## config.mk

```make
export PLATFORM = sky130hd
export DESIGN_NAME = cpu_sequencer
export DESIGN_NICKNAME = d
export VERILOG_FILES = /design/src/rtl/cpu_pkg.sv /design/src/rtl/cpu_next_pc.sv /design/src/rtl/cpu_sequencer.sv
export SDC_FILE = /design/constraint.sdc
export NUM_CORES = 1
export LEC_CHECK = 0
export BUFFER_PORTS_ARGS = -buffer_cell sky130_fd_sc_hd__buf_4
export CORE_MARGIN = 2
export CORE_UTILIZATION = 48
export CTS_CLUSTER_DIAMETER = 120
export DETAILED_ROUTE_END_ITERATION = 8
export PLACE_DENSITY_LB_ADDON = 0.25
export SLEW_MARGIN = 15
export SYNTH_ARGS = -nofsm -noshare
export SYNTH_HDL_FRONTEND = slang
export SYNTH_SLANG_ARGS = --single-unit
```

## constraint.sdc

```tcl
create_clock -name clk -period 3.8 [get_ports clk]
set_input_delay 0.76 -clock clk [delete_from_list [all_inputs] [get_ports clk]]
set_output_delay 0.76 -clock clk [all_outputs]
set_load 0.02 [all_outputs]
```

## src/rtl/cpu_pkg.sv

```systemverilog
// Shared definitions for the multicycle MIPS sequencer and the control unit:
// sequencer state encoding, pc_control codes and the branch offset helper.
package cpu_pkg;

  typedef enum logic [2:0] {
    ST_FETCH,
    ST_DECODE,
    ST_EXECUTE,
    ST_MEM,
    ST_WRITEBACK,
    ST_HALTED
  } state_t;

  localparam logic [3:0] PC_SEQ    = 4'd0;
  localparam logic [3:0] PC_JUMP   = 4'd1;
  localparam logic [3:0] PC_JR     = 4'd2;
  localparam logic [3:0] PC_BRANCH = 4'd3;

  // Sign-extended 16-bit immediate, shifted to a byte offset (word aligned)
  function automatic logic [31:0] branch_offset(input logic [15:0] imm);
    return {{14{imm[15]}}, imm, 2'b00};
  endfunction

endpackage

```

## src/rtl/cpu_next_pc.sv

```systemverilog
// Combinational next-PC selection: sequential, jump, jump-register and taken branch.
// Unknown pc_control codes fall back to sequential.
module cpu_next_pc
  import cpu_pkg::*;
(
  input  logic [31:0] pc,
  input  logic [31:0] ir,
  input  logic [31:0] rs_data,
  input  logic [3:0]  pc_control,
  output logic [31:0] next_pc
);

  logic [31:0] pc4;

  assign pc4 = pc + 32'd4;

  // Select the address of the next instruction; all additions wrap silently
  always_comb begin
    next_pc = pc4;
    case (pc_control)
      PC_JUMP:   next_pc = {pc4[31:28], 28'(ir << 2)};
      PC_JR:     next_pc = rs_data & 32'hFFFF_FFFC;
      PC_BRANCH: next_pc = pc4 + branch_offset(ir[15:0]);
      default:   next_pc = pc4;
    endcase
  end

endmodule

```

## src/rtl/cpu_sequencer.sv

```systemverilog
// Multicycle sequencer for the simplified MIPS datapath. Owns PC and IR,
// steps each instruction through FETCH/DECODE/EXECUTE/[MEM]/WRITEBACK and
// gates the control unit's write enables so state commits in one cycle.
// Optional performance counters: define SEQ_PERF_COUNT_EN.
module cpu_sequencer
  import cpu_pkg::*;
#(
  parameter logic [31:0] RESET_PC = 32'h0000_0000
) (
  input  logic        clk,
  input  logic        rst,
  input  logic        halt,
  output logic        imem_req,
  output logic [31:0] imem_addr,
  input  logic        imem_ready,
  input  logic [31:0] imem_rdata,
  output logic [31:0] instruction,
  output logic [31:0] pc,
  input  logic [3:0]  pc_control,
  input  logic [31:0] rs_data,
  input  logic        mem_op,
  input  logic        reg_file_wren_in,
  input  logic [3:0]  data_mem_wren_in,
  output logic        reg_file_wren,
  output logic [3:0]  data_mem_wren,
  output logic        dmem_req,
  input  logic        dmem_ready,
  output logic        retired,
  output logic        halted
`ifdef SEQ_PERF_COUNT_EN
  ,
  output logic [31:0] cycle_count,
  output logic [31:0] instr_count
`endif
);

  state_t      state;
  logic [31:0] pc_q;
  logic [31:0] ir_q;
  logic [31:0] next_pc;
  logic        active;

  cpu_next_pc u_next_pc (
    .pc         (pc_q),
    .ir         (ir_q),
    .rs_data    (rs_data),
    .pc_control (pc_control),
    .next_pc    (next_pc)
  );

  // Sequencer FSM with PC and IR; halt is only looked at in WRITEBACK so
  // in-flight fetches and data accesses always complete
  always_ff @(posedge clk) begin
    if (rst) begin
      state <= ST_FETCH;
      pc_q  <= RESET_PC;
      ir_q  <= '0;
    end else begin
      case (state)
        ST_FETCH: begin
          if (imem_ready) begin
            ir_q  <= imem_rdata;
            state <= ST_DECODE;
          end
        end
        ST_DECODE:  state <= ST_EXECUTE;
        ST_EXECUTE: state <= mem_op ? ST_MEM : ST_WRITEBACK;
        ST_MEM: begin
          if (dmem_ready) state <= ST_WRITEBACK;
        end
        ST_WRITEBACK: begin
          pc_q  <= next_pc;
          state <= halt ? ST_HALTED : ST_FETCH;
        end
        ST_HALTED: begin
          if (!halt) state <= ST_FETCH;
        end
        default: state <= ST_FETCH;
      endcase
    end
  end

  // Outputs decode the state register but are forced quiet while rst is
  // high, so a pending access drops in the same cycle reset is raised
  assign active        = !rst;
  assign pc            = active ? pc_q : RESET_PC;
  assign imem_addr     = pc;
  assign instruction   = active ? ir_q : '0;
  assign imem_req      = active && (state == ST_FETCH);
  assign dmem_req      = active && (state == ST_MEM);
  assign retired       = active && (state == ST_WRITEBACK);
  assign halted        = active && (state == ST_HALTED);
  assign reg_file_wren = retired && reg_file_wren_in;
  assign data_mem_wren = dmem_req ? data_mem_wren_in : '0;

`ifdef SEQ_PERF_COUNT_EN
  logic [31:0] cycle_q;
  logic [31:0] instr_q;

  // Free-running cycle and retired-instruction counters, paused while halted
  always_ff @(posedge clk) begin
    if (rst) begin
      cycle_q <= '0;
      instr_q <= '0;
    end else begin
      if (state != ST_HALTED)   cycle_q <= cycle_q + 32'd1;
      if (state == ST_WRITEBACK) instr_q <= instr_q + 32'd1;
    end
  end

  assign cycle_count = active ? cycle_q : '0;
  assign instr_count = active ? instr_q : '0;
`endif

endmodule

```

==> report_table.html <==
<table>
<tr><th>Metric</th><th>Value</th></tr>
<tr><th colspan="2">Detailed routing</th></tr>
<tr><td>Met2 Wirelength</td><td>~10 mm</td></tr>
<tr><td>Total routed wire length on the met1 layer</td><td>~9 mm</td></tr>
<tr><td>Total routed wirelength</td><td>21.8 mm</td></tr>
<tr><td>Count of unresolved DRC violations after routing</td><td>0</td></tr>
<tr><td>Vias post-DR</td><td>7282</td></tr>
<tr><td>Routed wire length on met3</td><td>approximately 2.3 mm</td></tr>
<tr><td>Number of vias per cell</td><td>just under 6</td></tr>
<tr><td>Post-route antenna net violation count</td><td>0</td></tr>
<tr><td>Router iterations before antenna repair</td><td>5</td></tr>
<tr><td>Initial detailed-routing violation count</td><td>approximately 610</td></tr>
<tr><td>Top Metal Used</td><td>met4</td></tr>
<tr><td>Avg WL per Cell</td><td>between 15 and 20 um</td></tr>
<tr><th colspan="2">Cells and area</th></tr>
<tr><td>Diode insertion count for antenna repair</td><td>0</td></tr>
<tr><td>Register area</td><td>around 1300 um2</td></tr>
<tr><td>Commonest non-fill, non-tap cell in the layout</td><td>buf_4</td></tr>
<tr><td>Number of filler instances in the final layout</td><td>between 1000 and 1500</td></tr>
<tr><td>Fraction of layout cells with a size suffix above 1</td><td>27.6%</td></tr>
<tr><td>Post-Route Utilization</td><td>65.1%</td></tr>
<tr><td>Count of placed standard cells in the final layout, fillers left out</td><td>between 1000 and 1500</td></tr>
<tr><td>Final nets</td><td>between 1000 and 1500</td></tr>
<tr><td>Area growth from synthesis to layout</td><td>32.4%</td></tr>
<tr><td>Area of the multi-input gates</td><td>approximately 4500 um2</td></tr>
<tr><td>Most frequent cells in the layout</td><td>buf_4, nand2_1, a21oi_1, nor2_1, dfxtp_1</td></tr>
<tr><th colspan="2">Synth</th></tr>
<tr><td>Synth Register Bits</td><td>between 60 and 70</td></tr>
<tr><td>Cell variety after synth</td><td>65</td></tr>
<tr><td>Synthesized area per cell</td><td>just under 7 um2</td></tr>
<tr><td>Cell accounting for the most synthesized area</td><td>dfxtp_1</td></tr>
<tr><td>Sequential fraction of the synthesis area</td><td>20.9%</td></tr>
<tr><td>Yosys top cell area share</td><td>a little over a fifth</td></tr>
<tr><td>Synthesis warning total</td><td>0</td></tr>
<tr><td>Most frequently used flop master after synthesis</td><td>dfxtp_1</td></tr>
<tr><td>Cell area after synthesis</td><td>6230 um2</td></tr>
<tr><td>Top area cells in the synthesized netlist</td><td>dfxtp_1, a21oi_1, nand2_1</td></tr>
<tr><td>Number of synthesized flops with an enable pin</td><td>0</td></tr>
<tr><td>Number of standard cells after synthesis</td><td>between 900 and 1000</td></tr>
<tr><td>FFs w/ async S/R, synth</td><td>0%</td></tr>
<tr><th colspan="2">GRT</th></tr>
<tr><td>Wire length of the first global-routing pass</td><td>around 34 mm</td></tr>
<tr><td>GRT Overall Usage</td><td>a little under a third</td></tr>
<tr><td>Pin count of the biggest net entering global routing</td><td>44</td></tr>
<tr><td>Number of global-route vias before repair</td><td>between 6000 and 7000</td></tr>
<tr><td>Number of antenna violations at the first check in global routing</td><td>0</td></tr>
<tr><td>Gr ovfl total</td><td>0</td></tr>
<tr><th colspan="2">Run</th></tr>
<tr><td>Max-cap violations</td><td>0</td></tr>
<tr><th colspan="2">Setup path</th></tr>
<tr><td>Setup Crit Path Kind</td><td>reg -&gt; reg</td></tr>
<tr><td>CP required</td><td>between 4000 and 5000 ps</td></tr>
<tr><td>Critical path fanouts, max</td><td>5</td></tr>
<tr><td>Arrival @ worst endpoint</td><td>around 3900 ps</td></tr>
<tr><td>Critical path startpoint category</td><td>register</td></tr>
<tr><td>Sort of element at the end of the critical path</td><td>register</td></tr>
<tr><th colspan="2">Hold path</th></tr>
<tr><td>Type of the tightest min-delay check</td><td>reg -&gt; reg</td></tr>
<tr><th colspan="2">CTS</th></tr>
<tr><td>CTS root buffer</td><td>clkbuf_16</td></tr>
<tr><td>Clk slew on worst S/H paths</td><td>roughly 60 ps</td></tr>
<tr><td>Number of levels in the clock H-tree</td><td>3</td></tr>
<tr><td>TritonCTS clock tree</td><td>built</td></tr>
<tr><td>Clock latency at the later pin of the worst-skew pair</td><td>roughly 340 ps</td></tr>
<tr><td>Clock Path Buffers</td><td>2</td></tr>
<tr><td>Clock Sink Count</td><td>65</td></tr>
<tr><td>Inserted Clock Buffers</td><td>9</td></tr>
<tr><td>Number of hold buffers added after cts</td><td>0</td></tr>
<tr><th colspan="2">STA</th></tr>
<tr><td>Finish-stage setup viols</td><td>0</td></tr>
<tr><td>Fin crit period</td><td>3610 ps</td></tr>
<tr><td>Total Negative Setup Slacks</td><td>0 ps</td></tr>
<tr><td>Final period utilization</td><td>a little over nine tenths</td></tr>
<tr><td>Setup repair after global routing missed its margin</td><td>no</td></tr>
<tr><td>Hold violation count in the final report</td><td>0</td></tr>
<tr><td>Transition time at the pin with the least slew margin</td><td>736 ps</td></tr>
<tr><td>Final Slew Violations</td><td>0</td></tr>
<tr><td>Layout Skew</td><td>around 4.9 ps</td></tr>
<tr><td>Final-layout worst hold slack</td><td>around 450 ps</td></tr>
<tr><td>Worst max-slew margin expressed relative to the limit</td><td>between 50% and 60%</td></tr>
<tr><td>Peak Freq</td><td>~0.28 GHz</td></tr>
<tr><th colspan="2">Placement</th></tr>
<tr><td>Number of buffers added on ports</td><td>177</td></tr>
<tr><td>Total placed cells including tap cells</td><td>1238</td></tr>
<tr><td>Placer's final routability congestion estimate</td><td>about 0.99</td></tr>
<tr><td>Final HPWL DP</td><td>approximately 16 mm</td></tr>
<tr><th colspan="2">Power</th></tr>
<tr><td>Peak VDD IR</td><td>between 0.3 and 0.4 mV</td></tr>
<tr><td>Power consumption</td><td>approximately 2.3 mW</td></tr>
<tr><td>Leakage</td><td>between 3 and 4 nW</td></tr>
<tr><td>Power per unit of standard cell area</td><td>about 280 nW/um2</td></tr>
<tr><th colspan="2">Floorplanning</th></tr>
<tr><td>Number of ports placed on the die boundary</td><td>roughly 180</td></tr>
<tr><td>Area enclosed by the die boundary</td><td>roughly 14000 um2</td></tr>
<tr><td>Chip width</td><td>between 100 and 150 um</td></tr>
<tr><td>Die boundary height</td><td>~120 um</td></tr>
<tr><td>Number of core rows</td><td>between 40 and 50</td></tr>
<tr><td>Placeable core area</td><td>12700 um2</td></tr>
<tr><td>Initial cell density of the core</td><td>between 40% and 50%</td></tr>
<tr><th colspan="2">Status</th></tr>
<tr><td>Status</td><td>finished clean</td></tr>
</table>
-- path summary, 6_finish.rpt --
| path | slack (ps) | startpoint | end | cells past startpoint |
|---|---|---|---|---|
| worst max-delay path | 190 | pc_q[2]$_SDFFE_PP0N_ | pc_q[30]$_SDFFE_PP0N_ | 15 |
| worst min-delay path | 450 | ir_q[26]$_SDFFE_PP0P_ | ir_q[26]$_SDFFE_PP0P_ | 2 |
| worst max register to register | 190 | pc_q[2]$_SDFFE_PP0N_ | pc_q[30]$_SDFFE_PP0N_ | 15 |
| worst min register to register | 450 | ir_q[26]$_SDFFE_PP0P_ | ir_q[26]$_SDFFE_PP0P_ | 2 |
-- synthesized netlist by cell type (all sizes together), types with 2 or more instances --
| master | number |
|---|---|
| a41oi | 3 |
| clkbuf | 47 |
| dfxtp | 65 |
| inv | 24 |
| a21oi | 107 |
| nand2b | 5 |
| o2111ai | 6 |
| nand4 | 12 |
| a311oi | 2 |
| and3 | 12 |
| o31a | 4 |
| o22ai | 16 |
| xnor2 | 30 |
| o21bai | 8 |
| or3 | 4 |
| o21a | 7 |
| nor2 | 80 |
| nand2 | 130 |
| and4 | 3 |
| o311ai | 2 |
| o211a | 2 |
| a221oi | 2 |
| a31oi | 10 |
| o21ai | 38 |
| buf | 41 |
| a22oi | 3 |
| a211oi | 8 |
| nor3 | 18 |
| ha | 34 |
| o31ai | 6 |
| nand3 | 16 |
| a32o | 2 |
| and2 | 9 |
| nand3b | 3 |
| a2111oi | 2 |
| o22a | 2 |
| a2bb2oi | 2 |
| nor4 | 9 |
| or2 | 5 |
| nor2b | 59 |
| xor2 | 21 |
| o41ai | 6 |
| a21o | 15 |
| o221ai | 6 |
-- metal layers --
layer / vias up / global-route usage (%)
met5: - / 1.10
met4: 0 / 9.34
met3: 51 / 9.40
met2: 387 / 48.3
met1: 3327 / 38.5
li1: 3517 / -
-- metrics by stage --
stage                     setup WS (ps)  area (um2)
after floorplan                    25.0        6250
after global routing               2.46        8250
after detailed placement            130        7880
after global placement              140        7880
after CTS                          44.9        8160
final                               187        8250
-- kinds of logic after synthesis --
| family | synth area share [%] |
|---|---|
| compound gates | 26.8 |
| other cells | 0.0602 |
| flops | 20.9 |
| fa+ha+maj | 7.15 |
| mux | 0.161 |
| buf+inv | 8.86 |
| xor+xnor | 7.17 |
| simple gates | 28.9 |
-- flip-flops by register name, indices dropped and copies added, names as in the netlist --
name   count
ir_q      32
pc_q      30
state      3
-- cell type report --
cell class / instances / share of cell area [%]
Clock buffer: 10 / 2.90
Clock inverter: 6 / 0.516
Inverter: 24 / 1.09
Multi-Input combinational cell: 727 / 54.2
Sequential cell: 65 / 15.8
Tap cell: 172 / 2.61
Timing Repair Buffer: 252 / 22.9
-- power breakdown --
| part | internal, mW | total, mW | switching (mW) | leakage (nW) |
|---|---|---|---|---|
| Sequential | 0.737 | 0.804 | 0.0668 | 0.530 |
| Combinational | 0.312 | 0.737 | 0.425 | 3.09 |
| Clock | 0.460 | 0.794 | 0.334 | 0.135 |
| Total | 1.51 | 2.34 | 0.826 | 3.76 |
-- timing repair --
item                                   CTS  global route
resized for setup                        0            20
setup buffers                            0             2
endpoints found under the hold margin    0             0
setup endpoints to repair                0            10
-- critical path, stage by stage (launching register included) --
cell,delay (ps)
dfxtp_1,370
ha_2,230
nand4_1,140
nor3_2,190
and2_4,190
or3b_2,500
xnor2_1,170
ha_1,370
a21o_1,200
a211oi_1,300
nor2_1,90
nor2_1,90
o311ai_1,90
buf_4,150
xnor2_1,140
o41ai_2,280
Power figures use the tool's default switching activity.
